**src/rtl/spell_pkg.sv**
```systemverilog
// Shared definitions for the spell core memory subsystem.
package spell_pkg;

    // Encodings match what the spell CPU already drives on its memory interface.
    // MemoryTypeIllegal names the whole 2'b1x range; any code with bit 1 set is illegal.
    typedef enum logic [1:0] {
        MemoryTypeData    = 2'b00,
        MemoryTypeCode    = 2'b01,
        MemoryTypeIllegal = 2'b10
    } memory_type_e;

    localparam int unsigned ByteW = 8;

    // Number of byte lanes in a word of the given width.
    function automatic int unsigned num_lanes(input int unsigned width);
        return width / ByteW;
    endfunction

endpackage

```
**src/rtl/spell_mem_bank.sv**
```systemverilog
// Single DFF-backed word array: byte-enabled synchronous write, async clear,
// combinational read and an address range flag.
module spell_mem_bank
    import spell_pkg::*;
#(
    parameter int unsigned DEPTH      = 8,
    parameter int unsigned WIDTH      = 8,
    parameter int unsigned ADDR_WIDTH = 8
) (
    input  logic                  clock,
    input  logic                  reset,
    input  logic                  i_we,
    input  logic [ADDR_WIDTH-1:0] i_addr,
    input  logic [WIDTH-1:0]      i_wdata,
    input  logic [WIDTH/8-1:0]    i_byte_en,
    output logic [WIDTH-1:0]      o_rdata,
    output logic                  o_in_range
);

    localparam int unsigned IdxW     = (DEPTH > 1) ? $clog2(DEPTH) : 1;
    localparam int unsigned NumBytes = num_lanes(WIDTH);
    // One extra bit so DEPTH == 2**ADDR_WIDTH is representable.
    localparam logic [ADDR_WIDTH:0] DepthLim = (ADDR_WIDTH + 1)'(DEPTH);

    logic [WIDTH-1:0] r_mem [DEPTH];
    logic [IdxW-1:0]  w_idx;

    assign w_idx      = i_addr[IdxW-1:0];
    assign o_in_range = ({1'b0, i_addr} < DepthLim);
    // Out-of-range reads return 0 rather than indexing past the array.
    assign o_rdata    = o_in_range ? r_mem[w_idx] : '0;

    // Clear on reset; otherwise update only the enabled byte lanes of an in-range word.
    always_ff @(posedge clock or negedge reset) begin
        if (!reset) begin
            for (int i = 0; i < int'(DEPTH); i++) begin
                r_mem[i] <= '0;
            end
        end else if (i_we && o_in_range) begin
            for (int b = 0; b < int'(NumBytes); b++) begin
                if (i_byte_en[b]) begin
                    r_mem[w_idx][b*ByteW +: ByteW] <= i_wdata[b*ByteW +: ByteW];
                end
            end
        end
    end

endmodule

```
**src/rtl/spell_mem_banked.sv**
```systemverilog
// Code/data memory for the spell core with a fixed-latency select/ready
// handshake and an error flag for out-of-range or illegal-type accesses.
// WIDTH must be a multiple of 8, depths must not exceed 2**ADDR_WIDTH, LATENCY >= 1.
module spell_mem_banked
    import spell_pkg::*;
#(
    parameter int unsigned WIDTH      = 8,
    parameter int unsigned ADDR_WIDTH = 8,
    parameter int unsigned CODE_DEPTH = 32,
    parameter int unsigned DATA_DEPTH = 8,
    parameter int unsigned LATENCY    = 4
) (
    input  logic                  clock,
    input  logic                  reset,
    input  logic                  select,
    input  logic [ADDR_WIDTH-1:0] addr,
    input  logic [WIDTH-1:0]      data_in,
    input  logic [WIDTH/8-1:0]    byte_en,
    input  logic [1:0]            memory_type,
    input  logic                  write,
    output logic [WIDTH-1:0]      data_out,
    output logic                  data_ready,
    output logic                  error
);

    localparam int unsigned      CntW      = $clog2(LATENCY + 1);
    localparam logic [CntW-1:0]  CntReload = CntW'(LATENCY - 1);

    logic [CntW-1:0]  r_cnt;
    logic             r_ready;
    logic             r_error;
    logic [WIDTH-1:0] r_data_out;

    logic [CntW-1:0]  w_cnt_d;
    logic             w_ready_d;
    logic             w_error_d;
    logic [WIDTH-1:0] w_data_out_d;

    logic             w_is_code;
    logic             w_is_data;
    logic             w_code_in_range;
    logic             w_data_in_range;
    logic [WIDTH-1:0] w_code_rdata;
    logic [WIDTH-1:0] w_data_rdata;
    logic [WIDTH-1:0] w_rdata;
    logic             w_illegal;
    logic             w_complete;
    logic             w_code_we;
    logic             w_data_we;

    assign w_is_code = (memory_type == MemoryTypeCode);
    assign w_is_data = (memory_type == MemoryTypeData);
    assign w_rdata   = w_is_code ? w_code_rdata : w_data_rdata;
    assign w_illegal = w_is_code ? !w_code_in_range :
                       (w_is_data ? !w_data_in_range : 1'b1);

    // The access fires exactly once: on the first edge with the countdown expired.
    assign w_complete = select && (r_cnt == '0) && !r_ready;
    assign w_code_we  = w_complete && write && w_is_code;
    assign w_data_we  = w_complete && write && w_is_data;

    spell_mem_bank #(
        .DEPTH      (CODE_DEPTH),
        .WIDTH      (WIDTH),
        .ADDR_WIDTH (ADDR_WIDTH)
    ) u_code_bank (
        .clock      (clock),
        .reset      (reset),
        .i_we       (w_code_we),
        .i_addr     (addr),
        .i_wdata    (data_in),
        .i_byte_en  (byte_en),
        .o_rdata    (w_code_rdata),
        .o_in_range (w_code_in_range)
    );

    spell_mem_bank #(
        .DEPTH      (DATA_DEPTH),
        .WIDTH      (WIDTH),
        .ADDR_WIDTH (ADDR_WIDTH)
    ) u_data_bank (
        .clock      (clock),
        .reset      (reset),
        .i_we       (w_data_we),
        .i_addr     (addr),
        .i_wdata    (data_in),
        .i_byte_en  (byte_en),
        .o_rdata    (w_data_rdata),
        .o_in_range (w_data_in_range)
    );

    // Handshake next state: reload while idle, count down, then complete once and hold.
    always_comb begin
        w_cnt_d      = r_cnt;
        w_ready_d    = r_ready;
        w_error_d    = r_error;
        w_data_out_d = r_data_out;
        if (!select) begin
            w_cnt_d   = CntReload;
            w_ready_d = 1'b0;
            w_error_d = 1'b0;
        end else if (r_cnt != '0) begin
            w_cnt_d = r_cnt - CntW'(1);
        end else if (!r_ready) begin
            w_ready_d = 1'b1;
            w_error_d = w_illegal;
            if (!write) begin
                w_data_out_d = w_illegal ? '0 : w_rdata;
            end
        end
    end

    // Handshake state register with asynchronous clear.
    always_ff @(posedge clock or negedge reset) begin
        if (!reset) begin
            r_cnt      <= CntReload;
            r_ready    <= 1'b0;
            r_error    <= 1'b0;
            r_data_out <= '0;
        end else begin
            r_cnt      <= w_cnt_d;
            r_ready    <= w_ready_d;
            r_error    <= w_error_d;
            r_data_out <= w_data_out_d;
        end
    end

    assign data_out   = r_data_out;
    assign data_ready = r_ready;
    assign error      = r_error;

endmodule

```
**config.mk**
```make
export PLATFORM = sky130hd
export DESIGN_NAME = spell_mem_banked
export DESIGN_NICKNAME = d
export VERILOG_FILES = /design/src/rtl/spell_pkg.sv /design/src/rtl/spell_mem_bank.sv /design/src/rtl/spell_mem_banked.sv
export SDC_FILE = /design/constraint.sdc
export NUM_CORES = 1
export LEC_CHECK = 0
export CORE_MARGIN = 2
export CORE_UTILIZATION = 25
export DETAILED_ROUTE_END_ITERATION = 6
export GPL_TIMING_DRIVEN = 0
export PLACE_DENSITY = 0.48
export REMOVE_ABC_BUFFERS = 1
export SETUP_SLACK_MARGIN = 0.02
export SYNTH_ARGS = -nofsm -noshare
export SYNTH_HDL_FRONTEND = slang
export SYNTH_SLANG_ARGS = --single-unit
export TNS_END_PERCENT = 1
```
**constraint.sdc**
```tcl
create_clock -name clock -period 6 [get_ports clock]
set_input_delay 1.2 -clock clock [delete_from_list [all_inputs] [get_ports clock]]
set_output_delay 1.2 -clock clock [all_outputs]
set_load 0.01 [all_outputs]
```
==> out/qor.yml, run 1 <==
setup_path:
  crit_arrival_ps: 4600
  start_kind: "input pin"
  path_max_fanout: 16
  crit_required_ps: 6410
  end_kind: "register"
  critPathKind: "in -> reg"
logic_synthesis:
  synth_fa_ha_area_share_pct: 0.1620
  synth_area_sq_um: 15450
  yosys.area_share.simple_pct: 4.746
  synth_compound_area_share_pct: 4.196
  synth-xor-area-share_pct: 0.05670
  ys_seq_elements: 333
  seq_area_frac_synth_pct: 53.96
  syn_area_per_cell_sq_um: 14.02
  synth_mux_area_share_pct: 34.61
  yosysUniqueCellTypes: 37
  synth_warnings: 0
  synthCells: 1102
  synth_top_family_by_area: "multiplexers"
timing:
  fmax_ghz: 0.2385
  period_share_pct: 69.89
  hold_slack_ps: 500.0
  drv_slew: 0
  min_period_ps: 4193
  skew_ps: 16.25
  relSlewSlack_pct: 22.50
  tightest_slew_ps: 1158
  setup_viol: 0
  finalHoldViolations: 0
  rsz0062_at_grt: "false"
global_route:
  grt_use_total_pct: 12.75
  grt_max_degree: 103
  grt_pass1_vias: 9691
  antenna_found_initial: 0
  grt_pass1_wl_um: 61400
  globalRouteOverflowTotal: 0
cells_and_area:
  fill_cells: 6112
  final_cell_mix: "331 x dfrtp_1, 321 x mux2_2, 137 x mux2i_1"
  drive_above_1_share_pct: 39.61
  multi_input_area_sq_um: 6785
  utilization_pct: 29.05
  regArea_sq_um: 8335
  layout_commonest_cell: "dfrtp_1"
  final_net_count: 1125
  areaGrowthSynthToFinish_pct: 15.41
job:
  maxCapViolCount: 0
power_and_ir_drop:
  p_comb_share_pct: 6.2
  clock_power_share_pct: 46.4
  power_per_cell_area_nw_per_um2: 267.7
  p_int_uw: 3661
  power.leakage_uw: 0.008562
  sequentialPowerShare_pct: 47.4
  swShare_pct: 23.27
  ir_worst_vdd_mv: 0.1820
  switchingPower_uw: 1111
die:
  start_util_pct: 25.17
  ioPinCount: 33
  die_area_sq_um: 63790
  rows: 91
  fp.dieW_um: 252.6
  die_y_um: 252.6
  core_sq_um: 61370
drt:
  antenna_left: 0
  viasPerCell: 4.743
  wl_per_cell_um: 21.02
  drtIter0Drc: 333
  first_pass_iters: 4
  wl_um: 40300
  drc: 0
  via_count: 9093
cts:
  ctsResizeCount: 0
  cts_made_buffers: 37
  h-tree-depth: 2
  root_buffer: "clkbuf_16"
  clkSlewWorstSetupHoldPaths_ps: 60
  clockBufferDepth: 3
  clk_latency_ps: 530
  postCtsHoldBufs: 0
  cts_tree: "built"
  clock_sinks: 333
  post-cts-setup-buffers: 0
place:
  dpl.hpwl_um: 24770
  port_buffers: 32
  gp_congestion: 0.7084
min_path:
  hold_path_class: "reg -> reg"
status:
  status: "finished, final reports clean"
through the flow:
step                setup TNS (ps)  std cells  power (uW)  worst slack (ps)  instance area, sq um
finish                           0       1917        4772              1807                 17830
global route                     0       1916        4957              1685                 17830
CTS                              0       1916        4856              1798                 17830
detailed placement               0       1851        2606              1251                 16640
global placement          -5376490       1842        2634            -11010                 16420
floorplan                        0       1020        2396              2751                 15110
layer usage:
| metal | track usage, % | up-vias | part of all wire, % |
|---|---|---|---|
| met4 | 3.601 | 0 | 2.1 |
| li1 | - | 4062 | - |
| met3 | 1.504 | 49 | 2.5 |
| met2 | 21.13 | 112 | 48 |
| met1 | 17.52 | 4870 | 47 |
| met5 | 0 | - | 0 |
critical path, stage by stage:
cell             delay, ps
clkdlybuf4s50_1       1140
nand4_1                450
nor2_1                 780
nand3_1                570
mux2_2                 440
area by class of cell:
cell class              instances  share of cell area, %
flip-flops and latches        333                  46.75
clock inverters                 5                 0.1614
diodes                          1                0.01404
repair buffers                 41                  2.905
inverters                       4                0.08422
clock buffers                  60                  6.478
multi-input cells             683                  38.06
well taps                     790                  5.544
path summary, 6_finish.rpt:
check / start / endpoint / slack (ps) / cells past startpoint
min in group asynchronous: reset / u_code_bank.r_mem[15] / 620 / 1
max: addr[2] / u_code_bank.r_mem[12] / 1810 / 5
min: u_data_bank.r_mem[15] / u_data_bank.r_mem[15] / 500 / 1
min reg2reg: u_data_bank.r_mem[15] / u_data_bank.r_mem[15] / 500 / 1
max in group asynchronous: reset / u_code_bank.r_mem[206] / 4040 / 3
max reg2reg: r_cnt[0] / u_code_bank.r_mem[12] / 2430 / 9
state kept, by name, indices dropped and copies added, names as in the netlist:
signal,count
u_code_bank.r_mem,256
error,1
data_out,8
data_ready,1
u_data_bank.r_mem,64
r_cnt,3
cells by family after synthesis:
kind of cell,Yosys count
AOI/OAI and AO/OA,83
adders and majority gates,2
xor gates and xnor gates,1
DFF,333
buffers and inverters,86
and+or+nand+nor,123
muxes,474
synth_stat cells, drive strengths merged:
library cell | number | area [sq um]
inv | 4 | 15.01
o21ai | 2 | 10.01
nor3 | 10 | 60.06
mux2i | 137 | 1371
mux4 | 16 | 360.4
a22o | 16 | 140.1
nor4 | 2 | 42.54
a22oi | 48 | 360.4
xor2 | 1 | 8.760
ha | 2 | 25.02
o21a | 1 | 7.510
nor2b | 9 | 56.30
or2 | 2 | 12.51
buf | 26 | 123.9
clkbuf | 56 | 211.5
nand2b | 4 | 25.02
nand4 | 1 | 6.260
dfrtp | 331 | 8283
and3 | 1 | 6.260
a31oi | 8 | 50.05
nand3b | 2 | 18.77
mux2 | 321 | 3615
dfstp | 2 | 52.55
nor2 | 33 | 209.0
nor3b | 2 | 31.28
nand3 | 29 | 155.2
nand2 | 26 | 97.59
and2 | 2 | 12.51
a221o | 8 | 80.08
power groups by stage:
stage / Combinational, uW / Sequential [uW] / Clock (uW)
detailed placement: 304 / 2300 / 0
floorplan: 94.6 / 2300 / 0
global route: 324 / 2260 / 2370
CTS: 305 / 2260 / 2290
finish: 296 / 2260 / 2220
global placement: 329 / 2310 / 0
Note: power is estimated with default switching activity, not from simulation.
==> inputs of run 2 (changes only) <==
--- a/config.mk
+++ b/config.mk
@@ -9,7 +9,7 @@
 export CORE_UTILIZATION = 25
 export DETAILED_ROUTE_END_ITERATION = 6
 export GPL_TIMING_DRIVEN = 0
-export PLACE_DENSITY = 0.48
+export PLACE_DENSITY = 0.49
 export REMOVE_ABC_BUFFERS = 1
 export SETUP_SLACK_MARGIN = 0.02
 export SYNTH_ARGS = -nofsm -noshare
==> constraint.sdc (replaced) <==
create_clock -name clock -period 3.8 [get_ports clock]
set_input_delay 0.76 -clock clock [delete_from_list [all_inputs] [get_ports clock]]
set_output_delay 0.76 -clock clock [all_outputs]
set_load 0.01 [all_outputs]
==> run 2 against run 1 <==
Non-clock buffer count rose by 3. Wire length fell by 0.49%. Via count rose by 0.11%. Critical path depth rose by 3. First-iteration DRC count rose by 54%. Combinational power rose by 59%. Flip-flop and latch count did not move. Sequential share of layout area fell by 0.20 points. Cell count barely moved. Clock skew rose by 4.3 ps. Cell area rose by 0.43%. Critical endpoint is now data_out[7].
==> out/qor.yml, run 2 (synthesis gave the netlist of run 1 again) <==
power_and_ir_drop:
  p_int_uw: 5845
  swShare_pct: 23.34
  clock_power_share_pct: 47.0
  power.leakage_uw: 0.008599
  power_per_cell_area_nw_per_um2: 425.8
  sequentialPowerShare_pct: 46.8
  switchingPower_uw: 1780
  p_comb_share_pct: 6.2
  ir_worst_vdd_mv: 0.2118
cells_and_area:
  regArea_sq_um: 8335
  fill_cells: 6107
  final_net_count: 1129
  largest_register: "u_code_bank.r_mem"
  multi_input_area_sq_um: 6785
  drive_above_1_share_pct: 40.14
  areaGrowthSynthToFinish_pct: 15.91
  antenna_cells: 0
  layout_commonest_cell: "dfrtp_1"
  utilization_pct: 29.17
  final_cell_mix: "331 x dfrtp_1, 321 x mux2_2, 137 x mux2i_1"
  largest_reg_flops: 256
timing:
  min_period_ps: 3623
  finalHoldViolations: 0
  tns_ps: 0
  skew_ps: 20.52
  rsz0062_at_grt: "false"
  relSlewSlack_pct: 19.48
  drv_slew: 0
  setup_viol: 0
  period_share_pct: 95.34
  fmax_ghz: 0.2760
  tightest_slew_ps: 1203
setup_path:
  rr_worst_depth: 9
  start_kind: "input pin"
  end_kind: "register"
  slowest_delay_ps: 1120
  crit_chain: "clkdlybuf4s50_1, nor2b_4, buf_12, a22o_1, nor3_1, a31oi_1, nand3_1, a221o_1"
  crit_required_ps: 4200
  crit_arrival_ps: 4030
  path_max_fanout: 24
  cpMaxStageDelayCell: "clkdlybuf4s50_1"
  critPathKind: "in -> reg"
die:
  rows: 91
  start_util_pct: 25.17
  die_y_um: 252.6
  ioPinCount: 33
  die_area_sq_um: 63790
  core_sq_um: 61370
  fp.dieW_um: 252.6
drt:
  via_count: 9103
  wl_per_cell_um: 20.93
  viasPerCell: 4.751
  drc: 0
  drtIter0Drc: 512
  antenna_left: 0
  wl_um: 40100
  first_pass_iters: 4
job:
  maxCapViolCount: 0
cts:
  clk_latency_ps: 530
  h-tree-depth: 2
  root_buffer: "clkbuf_16"
  post-cts-setup-buffers: 0
  cts_made_buffers: 38
  clockBufferDepth: 3
  postCtsHoldBufs: 0
  clock_sinks: 333
  clkSlewWorstSetupHoldPaths_ps: 60
  ctsResizeCount: 0
  cts_tree: "built"
global_route:
  globalRouteOverflowTotal: 0
  grt_pass1_vias: 9635
  grt_max_degree: 115
  grt_use_total_pct: 12.73
  antenna_found_initial: 0
  grt_pass1_wl_um: 61800
min_path:
  hold_path_class: "in -> async"
place:
  gp_congestion: 0.6994
  port_buffers: 32
  dpl.hpwl_um: 24620
status:
  status: "finished, final reports clean"
==> run 2: power by group through the flow <==
stage	clock network [uW]	logic, uW	registers (uW)
6_report	3580	472	3570
5_1_grt	3840	515	3570
4_1_cts	3690	485	3570
3_5_place_dp	0	484	3630
3_3_place_gp	0	521	3640
2_1_floorplan	0	149	3630
==> run 2: critical path, delay by kind of cell <==
family	cells	cell delay [ps]
simple gates	3	840
compound gates	3	1020
buf+inv	2	1370
==> run 2: through the flow <==
| stage | total power, uW | worst slack [ps] | hold WS (ps) | std cells | instance area (sq um) |
|---|---|---|---|---|---|
| after CTS | 7742 | 228.9 | 16.79 | 1916 | 17900 |
| after detailed placement | 4118 | -334.5 | 487.4 | 1854 | 16690 |
| final | 7624 | 177.1 | 33.88 | 1916 | 17900 |
| after global routing | 7922 | 161.3 | 15.66 | 1916 | 17900 |
| after global placement | 4160 | -12770 | 482.7 | 1842 | 16420 |
| after floorplan | 3783 | 991.5 | 464.4 | 1020 | 15110 |
==> run 2: final cells by class <==
type	count	area share [%]
inverters	4	0.08386
clock buffers	54	6.324
clock inverters	8	0.4333
flip-flops and latches	333	46.55
multi-input cells	683	37.90
well taps	790	5.521
repair buffers	44	3.187
==> run 2: routing by layer <==
| layer | vias to the layer above | track usage, % | wire (um) |
|---|---|---|---|
| li1 | 4041 | - | - |
| met1 | 4902 | 17.45 | 18920 |
| met2 | 115 | 20.99 | 19260 |
| met3 | 45 | 1.813 | 1126 |
| met4 | 0 | 3.415 | 792 |
| met5 | - | 0 | 0 |
==> run 2: path summary, 6_finish.rpt <==
kind	startpoint	to	slack, ps
max	addr[2]	data_out[7]	180
min	reset	u_code_bank.r_mem[132]	30
max reg2reg	r_cnt[0]	u_code_bank.r_mem[0]	560
min reg2reg	u_data_bank.r_mem[9]	u_data_bank.r_mem[9]	500
max in group asynchronous	reset	u_data_bank.r_mem[9]	2380
min in group clock	u_data_bank.r_mem[9]	u_data_bank.r_mem[9]	500
